`config.mk`:
```
export PLATFORM = sky130hd
export DESIGN_NAME = adder_16_bit
export DESIGN_NICKNAME = d
export VERILOG_FILES = /design/src/rtl/adder_pkg.sv /design/src/rtl/full_adder_1bit.sv /design/src/rtl/adder_16_bit.sv
export SDC_FILE = /design/constraint.sdc
export NUM_CORES = 1
export LEC_CHECK = 0
export BUFFER_PORTS_ARGS = -buffer_cell sky130_fd_sc_hd__clkbuf_2
export CAP_MARGIN = 25
export CORE_AREA = 2 2 50 52
export CTS_CLUSTER_DIAMETER = 60
export DETAILED_ROUTE_END_ITERATION = 8
export DIE_AREA = 0 0 52 54
export PLACE_DENSITY = 0.82
export SLEW_MARGIN = 5
export SYNTH_ARGS = -nofsm -noshare
export SYNTH_HDL_FRONTEND = slang
export SYNTH_SLANG_ARGS = --single-unit
```
`constraint.sdc`:
```
create_clock -name clk -period 8.1 [get_ports clk]
set_clock_uncertainty 0.15 [all_clocks]
set_input_delay 1.62 -clock clk [delete_from_list [all_inputs] [get_ports clk]]
set_output_delay 1.62 -clock clk [all_outputs]
set_load 0.03 [all_outputs]
```
`src/rtl/adder_pkg.sv`:
```
// ----------------------------------------------------------------------------
// adder_pkg
//   Shared constants and types for the 16-bit ripple-carry adder slice.
//   ADDER_WIDTH : operand/sum width (fixed at 16)
//   word_t      : one operand or sum word
//   result_t    : carry-out and sum, packed so that {carry, sum} == X + Y
// ----------------------------------------------------------------------------
package adder_pkg;

    localparam int ADDER_WIDTH = 16;

    typedef logic [ADDER_WIDTH-1:0] word_t;

    typedef struct packed {
        logic  carry;
        word_t sum;
    } result_t;

endpackage : adder_pkg

```
`src/rtl/full_adder_1bit.sv`:
```
// ----------------------------------------------------------------------------
// full_adder_1bit
//   One-bit full adder, the leaf cell of the ripple-carry chain.
//   Purely combinational.
// Ports:
//   a, b  in   operand bits
//   cin   in   carry from the next-lower bit
//   s     out  sum bit
//   cout  out  carry into the next-higher bit
// ----------------------------------------------------------------------------
module full_adder_1bit (
    input  logic a,
    input  logic b,
    input  logic cin,
    output logic s,
    output logic cout
);

    logic p;

    // Propagate term is shared by the sum and the carry expressions.
    assign p    = a ^ b;
    assign s    = p ^ cin;
    assign cout = (a & b) | (cin & p);

endmodule : full_adder_1bit

```
`src/rtl/adder_16_bit.sv`:
```
// ----------------------------------------------------------------------------
// adder_16_bit
//   Unsigned 16-bit adder with a registered result: {Carry, Z} = X + Y,
//   one cycle after X/Y are sampled. The add path is a ripple chain of
//   full_adder_1bit cells with no carry-in; the inputs are not registered,
//   so the X/Y -> chain -> output flop path has to close in one clk period.
// Ports:
//   clk    in   1   clock, all state updates on the rising edge
//   rst    in   1   synchronous active-high reset, clears Z and Carry
//   X      in   16  operand A, unsigned
//   Y      in   16  operand B, unsigned
//   Z      out  16  registered sum, (X + Y) mod 2^16
//   Carry  out  1   registered carry-out, bit 16 of X + Y
// ----------------------------------------------------------------------------
module adder_16_bit
    import adder_pkg::*;
(
    input  logic  clk,
    input  logic  rst,
    input  word_t X,
    input  word_t Y,
    output word_t Z,
    output logic  Carry
);

    localparam int WIDTH = ADDER_WIDTH;

    // carry[i] is the carry into bit i; carry[WIDTH] is the carry-out.
    logic [WIDTH:0]   carry;
    logic [WIDTH-1:0] sum;
    logic             carry_next;
    result_t          result_q;

    // There is no carry-in, so the bottom of the chain is tied low.
    assign carry[0] = 1'b0;

    for (genvar i = 0; i < WIDTH; i++) begin : g_chain
        full_adder_1bit u_fa (
            .a    (X[i]),
            .b    (Y[i]),
            .cin  (carry[i]),
            .s    (sum[i]),
            .cout (carry[i+1])
        );
    end : g_chain

    assign carry_next = carry[WIDTH];

    // NOTE: state is updated with non-blocking assignments so every flop
    // samples the values that existed before the edge; blocking assignments
    // here would make the result depend on statement order.
    // NOTE: reset is synchronous, so rst only acts at a rising edge and a
    // pending sum is simply replaced by zero on that edge.
    always_ff @(posedge clk) begin
        if (rst) begin
            result_q <= '0;
        end else begin
            result_q <= '{carry: carry_next, sum: sum};
        end
    end

    assign Z     = result_q.sum;
    assign Carry = result_q.carry;

endmodule : adder_16_bit

```
==> run_results.csv, run 1 <==
group,metric,value,unit
clock_tree,clock-sinks,17,
detailed_routing,drt_iter0_drc,0,
yosys,seq_area_frac_synth,42.83,%
job,drv_cap,0,
clock_tree,cts_tree,"built",
setup_path,cp-start-kind,"primary input",
final_layout,fin_cells,141,
global_route,antenna_found_initial,0,
placement,gp_congestion,0.5956,
clock_tree,h-tree-depth,1,
placement,dp_hpwl,1421,µm
yosys,synthesis.area,794.5,µm²
final_layout,drive_gt1_share,47.75,%
yosys,yosysTopAreaCell,"dfxtp_1",
setup_path,worstPathRequired,8.17,ns
final_layout,fill_cells,229,
clock_tree,root_buffer,"clkbuf_4",
global_route,grt_pass1_vias,596,
timing,rsz0062_at_grt,"no",
die,rows,18,
timing,fin_setup_tns,0,ns
final_layout,syn2layout_area_growth,38.11,%
global_route,grt_overflow,0,
run_status,status,"finished clean",
yosys,netlist_instances,58,
yosys,yosysWarnings,0,
final_layout,fin_area,0.001097,mm²
final_layout,layout.nets,162,
clock_tree,hold_buffers,0,
timing,finalHoldViolCount,0,
timing,fmax,0.1285,GHz
timing,period_minus_slack,7.783,ns
detailed_routing,viasPerCell,3.993,
setup_path,worstSetupPathType,"primary input to register",
detailed_routing,wl,1557,µm
clock_tree,clockBufferDepth,2,
timing,worstMarginPinSlew,0.3030,ns
hold_path,holdPathStages,3,
timing,finalSetupViolCount,0,
setup_path,cp-end-kind,"register",
die,core-area,0.002320,mm²
setup_path,cp_max_fo,1,
yosys,synth_top_area_share,42.83,%
die,dieWidth,52,µm
timing,period_share,96.09,%
global_route,grt_max_degree,18,
clock_tree,numCtsBuffers,3,
detailed_routing,wire_per_inst,11.04,µm
clock_tree,cts.repair.resized,0,
die,start_util,34.25,%
final_layout,diodes,0,
global_route,grt_pass1_wl,2421,µm
placement,port_buffers,50,
yosys,syn-num-nets,108,
clock_tree,path_clk_slew,0.09,ns
yosys,yosys-top-cells-area,"dfxtp_1 43%, fa_1 38%, nor2b_1 7.9%, and2b_1 3.8%, inv_1 3.3%",
power,powerDensity,187.7,mW/mm²
detailed_routing,route.detailed.drc,0,
timing,finalMaxSlewViolations,0,
die,fp.dieH,54,µm
detailed_routing,num_vias,563,
global_route,grt_usage,12.43,%
placement,place_inst,137,
die,io_pins,51,
hold_path,hold_class,"primary input to register",
clock_tree,postCtsSetupBuffers,0,
yosys,synth_seq_cells,17,
power,ir_drop,0.00008342,V
detailed_routing,firstDrtPassIters,1,
yosys,syn_area_per_cell,13.70,µm²
placement,dpl_cell_area,0.001071,mm²
setup_path,critPathArrivalTime,7.85,ns
yosys,ys_types,8,
timing,maxSlewHeadroom,79.80,%
detailed_routing,antenna_left,0,
die,die-area,0.002808,mm²
power,p_leak,0.5735,nW
[report_power, final]
group / internal (mW) / switching, mW
Clock: 0.0191 / 0.0227
Combinational: 0.0264 / 0.0411
Sequential: 0.0940 / 0.00273
Total: 0.139 / 0.0665
[flip-flops by register name (all words and copies together), names as in the netlist]
name and cells:
Carry 1, Z 16
[cells by family (layout without fill, tap and decap cells)]
family / Yosys count / in the layout / synth area share (%)
flops: 17 / 17 / 42.84
buf+inv: 8 / 61 / 4.725
simple gates: 17 / 17 / 13.07
fa+ha+maj: 16 / 16 / 39.37
[layer usage]
metal  part of all wire [%]  track usage, %  up-vias
li1                       -               -      273
met1                     36           11.36      253
met2                     53           25.11       35
met3                     10           1.944        2
met4                   0.83           7.895        0
met5                      0               0        -
[cell usage after synthesis, drive strengths merged]
| master | number |
|---|---|
| ha | 1 |
| and2b | 4 |
| inv | 7 |
| buf | 1 |
| fa | 15 |
| nor2b | 10 |
| nor2 | 3 |
| dfxtp | 17 |
[cell usage in the layout (no fill, tap or decap)]
cell type	count
nor2b_1	10
clkbuf_2	50
clkbuf_4	3
clkbuf_1	1
dfxtp_1	17
nor2_1	3
fa_1	15
and2b_1	4
ha_1	1
inv_1	7
[layout make-up]
type,instances,area (µm²),share of cell area (%)
timing repair buffer,50,250.2,22.81
clock buffer,4,26.28,2.395
sequential,17,340.3,31.01
multi-input combinational,33,416.7,37.97
inverter,7,26.28,2.395
tap,30,37.54,3.421
[stage by stage]
step / setup slack (ns) / hold slack [ns] / power (mW) / util (%)
after floorplan: 0.4226 / 1.542 / 0.1392 / -
after global placement: 0.1199 / 1.790 / 0.1629 / 46.17
after detailed placement: -0.03857 / 1.831 / 0.1673 / 46.17
after CTS: 0.2544 / 1.538 / 0.2089 / 47.30
after global routing: 0.03833 / 1.534 / 0.2193 / 47.30
final: 0.3170 / 1.535 / 0.2060 / 47.30
[final timing paths]
kind | from | slack, ns | to
setup / recovery | X[0] | 0.32 | Z[15]$_SDFF_PP0_
hold / removal | Y[0] | 1.53 | Z[0]$_SDFF_PP0_
[worst max-delay path: stages]
cell      delay [ns]
clkbuf_2        0.08
ha_1            0.20
fa_1            0.38
fa_1            0.40
fa_1            0.39
fa_1            0.40
fa_1            0.40
fa_1            0.40
fa_1            0.39
fa_1            0.36
inv_1           0.07
fa_1            0.15
inv_1           0.05
fa_1            0.37
fa_1            0.39
fa_1            0.40
fa_1            0.42
fa_1            0.37
inv_1           0.08
fa_1            0.41
nor2_1          0.09
No activity file was read; power rests on OpenSTA's default activity.
==> run 2: changes to the inputs <==
- RECOVER_POWER: default -> 50
==> run 2 against run 1 <==
Effect of this change: maximum frequency unchanged; combinational power shrank 3.4%; worst hold slack hardly changed; flip-flop and latch count unchanged; final area decreased by 1.7%; global-route usage stayed put; cell count did not move; count of clock-buffer cells in the layout unchanged; critical path depth did not move; clock power barely moved; critical path type unchanged.
==> run_results.csv, run 2 (same netlist as run 1, synthesis figures left out) <==
group,metric,value,unit
clock_tree,hold_buffers,0,
global_route,grt_overflow,0,
job,drv_cap,0,
global_route,antenna_found_initial,0,
die,rows,18,
final_layout,most-common-layout-cells,"35 x clkbuf_2, 17 x dfxtp_1, 16 x clkbuf_1",
detailed_routing,top_layer,"met4",
setup_path,worstSetupPathType,"primary input to register",
placement,gp_congestion,0.5956,
final_layout,diodes,0,
global_route,grt_usage,12.43,%
die,start_util,34.25,%
power,power_frac_seq,47.6,%
die,io_pins,51,
setup_path,worstPathRequired,8.17,ns
detailed_routing,route.met2.wl,824,µm
final_layout,fin_util,46.49,%
timing,finalHoldViolCount,0,
final_layout,fin_area,0.001079,mm²
setup_path,cp_common_cell,"fa_1",
timing,finalSetupViolCount,0,
clock_tree,clock-sinks,17,
clock_tree,numCtsBuffers,3,
detailed_routing,viasPerCell,4.021,
final_layout,largest_register_ffs,16,
detailed_routing,met1Wirelength,564,µm
placement,place_inst,137,
setup_path,cp_max_fo,1,
clock_tree,cts.repair.resized,0,
global_route,grt_max_degree,18,
final_layout,drive_gt1_share,34.23,%
power,clockPowerShare,20.5,%
die,fp.dieH,54,µm
setup_path,crit_slowest_cell,"fa_1",
timing,maxSlewHeadroom,74.54,%
timing,period_minus_slack,7.783,ns
power,finalPower,0.2034,mW
hold_path,hold_class,"primary input to register",
detailed_routing,wl,1575,µm
clock_tree,clockBufferDepth,2,
setup_path,worst-path-buf-inv,4,
detailed_routing,wl_met3,168,µm
power,sw_frac_of_total,32.62,%
die,core-area,0.002320,mm²
power,powerDensity,188.6,mW/mm²
placement,port_buffers,50,
detailed_routing,drt_iter0_drc,2,
setup_path,cp-end-kind,"register",
timing,fmax,0.1285,GHz
die,die-area,0.002808,mm²
final_layout,final_common_cell,"clkbuf_2",
power,p_leak,0.5252,nW
detailed_routing,wire_per_inst,11.17,µm
power,combPwrFrac,32.0,%
setup_path,crit_start,"X[0]",
final_layout,syn2layout_area_growth,35.75,%
power,intPower,0.1371,mW
timing,period_share,96.09,%
timing,worstMarginPinSlew,0.3835,ns
setup_path,cp-start-kind,"primary input",
setup_path,cp_cell_sequence,"clkbuf_2 > ha_1 > fa_1 > fa_1 > fa_1 > fa_1 > fa_1 > fa_1 > fa_1 > fa_1 > inv_1 > fa_1 > inv_1 > fa_1 > fa_1 > fa_1 > fa_1 > fa_1 > inv_1 > fa_1 > nor2_1",
timing,rsz0062_at_grt,"no",
detailed_routing,firstDrtPassIters,4,
detailed_routing,antenna_left,0,
timing,fin_setup_tns,0,ns
placement,dp_hpwl,1421,µm
global_route,grt_pass1_wl,2421,µm
placement,dpl_cell_area,0.001071,mm²
run_status,status,"finished clean",
clock_tree,root_buffer,"clkbuf_4",
detailed_routing,num_vias,567,
global_route,grt_pass1_vias,596,
setup_path,cp_top_family,"adder cells",
power,p_switching,0.06634,mW
clock_tree,cts_tree,"built",
final_layout,fin_cells,141,
detailed_routing,route.detailed.drc,0,
die,dieWidth,52,µm
clock_tree,postCtsSetupBuffers,0,
final_layout,layout.nets,162,
setup_path,slowest_delay,0.42,ns
clock_tree,path_clk_slew,0.09,ns
setup_path,critPathArrivalTime,7.85,ns
clock_tree,h-tree-depth,1,
power,ir_drop,0.00008307,V
hold_path,hold_path_startpoint,"Y[0]",
timing,finalMaxSlewViolations,0,
==> run 2: worst paths after layout <==
kind / cells past startpoint / end / slack [ns]
worst max-delay path: 21 / Z[15]$_SDFF_PP0_ / 0.32
worst min-delay path: 3 / Z[0]$_SDFF_PP0_ / 1.53
==> run 2: layout make-up <==
cell class | count | area, µm²
Fill cell | 235 | 1241
Timing Repair Buffer | 50 | 231.5
Clock buffer | 4 | 26.28
Inverter | 7 | 26.28
Sequential cell | 17 | 340.3
Tap cell | 30 | 37.54
Multi-Input combinational cell | 33 | 416.7
==> run 2: routing by layer <==
layer / global-route usage [%] / up-vias
met2: 25.11 / 35
met3: 1.944 / 2
met1: 11.36 / 257
met5: 0 / -
li1: - / 273
met4: 7.895 / 0
==> run 2: worst min-delay path, delay by kind of cell <==
| kind | cells | cell delay (ns) |
|---|---|---|
| buffers and inverters | 1 | 0.09 |
| adder cells (fa/ha/maj) | 1 | 0.11 |
| AND/OR/NAND/NOR | 1 | 0.11 |
==> run 2: stage by stage <==
stage / setup slack (ns) / hold WS [ns]
after floorplan: 0.4226 / 1.542
after global placement: 0.1199 / 1.790
after detailed placement: -0.03857 / 1.831
after CTS: 0.2544 / 1.538
after global routing: 0.03833 / 1.534
final: 0.3170 / 1.535
==> run 2: power by group through the flow <==
stage | Combinational [mW] | Sequential [mW] | Clock [mW]
after CTS | 0.0688 | 0.0969 | 0.0432
after global routing | 0.0730 | 0.0976 | 0.0463
after floorplan | 0.0191 | 0.120 | 0
after detailed placement | 0.0684 | 0.0989 | 0
after global placement | 0.0647 | 0.0982 | 0
final | 0.0651 | 0.0967 | 0.0416
==> run 3: changes to the inputs <==
- BUFFER_PORTS_ARGS: -buffer_cell sky130_fd_sc_hd__clkbuf_2 -> -buffer_cell sky130_fd_sc_hd__buf_4
- CAP_MARGIN: 25 -> default
==> run 3 against run 2 <==
Effect of this change: power up 2.3%; flip-flop and latch count stayed put; wire length is 0.70% higher; sequential share of layout area fell by 2.4 points; largest power group unchanged; highest routed layer is now met3.
==> run_results.csv, run 3 (same netlist as run 1, synthesis figures left out) <==
group,metric,value,unit
timing,fmax,0.1290,GHz
detailed_routing,num_vias,559,
die,fp.dieH,54,µm
global_route,grt_overflow,0,
job,drv_cap,0,
die,die-area,0.002808,mm²
power,p_switching,0.06657,mW
die,rows,18,
clock_tree,root_buffer,"clkbuf_4",
timing,fin_setup_tns,0,ns
final_layout,fin_area,0.001166,mm²
placement,port_buffers,50,
clock_tree,clock-sinks,17,
detailed_routing,drt_iter0_drc,1,
clock_tree,hold_buffers,0,
detailed_routing,firstDrtPassIters,2,
placement,dp_hpwl,1386,µm
timing,rsz0062_at_grt,"no",
final_layout,fin_util,50.27,%
die,start_util,34.25,%
final_layout,syn2layout_area_growth,46.77,%
global_route,grt_max_degree,18,
placement,dpl_cell_area,0.001196,mm²
detailed_routing,met1Wirelength,494,µm
detailed_routing,viasPerCell,3.965,
clock_tree,clockBufferDepth,2,
setup_path,crit_slowest_cell,"fa_1",
setup_path,cp-end-kind,"register",
final_layout,final_common_cell,"buf_4",
power,combPwrFrac,32.9,%
clock_tree,numCtsBuffers,3,
detailed_routing,wl,1586,µm
timing,maxSlewHeadroom,74.05,%
setup_path,slowest_delay,0.41,ns
setup_path,cp_top_family,"adder cells",
final_layout,largest_register_ffs,16,
clock_tree,path_clk_slew,0.09,ns
die,core-area,0.002320,mm²
final_layout,regArea,340.3,µm²
setup_path,cp_cell_sequence,"clkbuf_4 > ha_1 > fa_1 > fa_1 > fa_1 > fa_1 > fa_1 > fa_1 > fa_1 > fa_1 > inv_1 > fa_1 > inv_1 > fa_1 > fa_1 > fa_1 > fa_1 > fa_1 > inv_1 > fa_1 > nor2_1",
setup_path,cp_common_cell,"fa_1",
global_route,grt_pass1_wl,2304,µm
timing,finalSetupViolCount,0,
clock_tree,postCtsSetupBuffers,0,
power,clockPowerShare,20.6,%
setup_path,worst-path-buf-inv,4,
detailed_routing,wire_per_inst,11.25,µm
power,powerDensity,178.4,mW/mm²
detailed_routing,top_layer,"met3",
global_route,grt_pass1_vias,594,
hold_path,hold_class,"primary input to register",
run_status,status,"finished clean",
timing,period_share,95.72,%
power,ir_drop,0.00007694,V
global_route,antenna_found_initial,0,
placement,gp_congestion,0.5995,
timing,finalHoldViolCount,0,
setup_path,critPathArrivalTime,7.82,ns
die,dieWidth,52,µm
global_route,grt_usage,11.63,%
clock_tree,cts_tree,"built",
clock_tree,cts.repair.resized,0,
setup_path,cp-start-kind,"primary input",
final_layout,drive_gt1_share,34.23,%
clock_tree,h-tree-depth,1,
power,intPower,0.1414,mW
final_layout,most-common-layout-cells,"34 x buf_4, 17 x dfxtp_1, 16 x clkbuf_1",
final_layout,layout.nets,162,
final_layout,multi_input_area,416.7,µm²
detailed_routing,wl_met3,200,µm
timing,period_minus_slack,7.753,ns
power,sw_frac_of_total,32.00,%
final_layout,fill_cells,224,
power,finalPower,0.2080,mW
timing,finalMaxSlewViolations,0,
final_layout,diodes,0,
timing,worstMarginPinSlew,0.3909,ns
power,power_frac_seq,46.5,%
setup_path,worstPathRequired,8.17,ns
detailed_routing,route.detailed.drc,0,
detailed_routing,antenna_left,0,
setup_path,cp_max_fo,1,
detailed_routing,route.met2.wl,891,µm
setup_path,worstSetupPathType,"primary input to register",
power,p_leak,0.5479,nW
die,io_pins,51,
run 3: cell count changes in the layout (fill, tap and decap cells not counted):
cell	delta
clkbuf_4	+1
buf_4	+34
clkbuf_2	-35
run 3: path summary, 6_finish.rpt:
kind / start / end / cells past startpoint
hold / removal: rst / Carry$_SDFF_PP0_ / 2
setup / recovery: X[0] / Z[15]$_SDFF_PP0_ / 21
run 3: cell type report:
class	instances	area share, %
sequential	17	29.18
multi-input combinational	33	35.73
inverter	7	2.253
timing repair buffer	50	27.36
clock buffer	4	2.253
tap	30	3.219
run 3: power groups by stage:
stage               registers [mW]  logic, mW  clock network [mW]
CTS                         0.0971     0.0780              0.0455
detailed placement          0.0990     0.0774                   0
finish                      0.0967     0.0684              0.0429
global placement            0.0983     0.0750                   0
global route                0.0975     0.0768              0.0484
floorplan                    0.120     0.0191                   0
run 3: through the flow:
stage	hold slack (ns)	std cells	setup slack, ns
2_1_floorplan	1.542	58	0.4226
3_3_place_gp	1.759	137	0.09443
3_5_place_dp	1.764	137	-0.01308
4_1_cts	1.454	141	0.3057
5_1_grt	1.474	141	0.08349
6_report	1.457	141	0.3470
run 3: metal layers:
metal  GRT usage (%)  up-vias
met3           2.222        0
li1                -      272
met4           6.579        0
met2           23.63       37
met5               0        -
met1           10.59      250
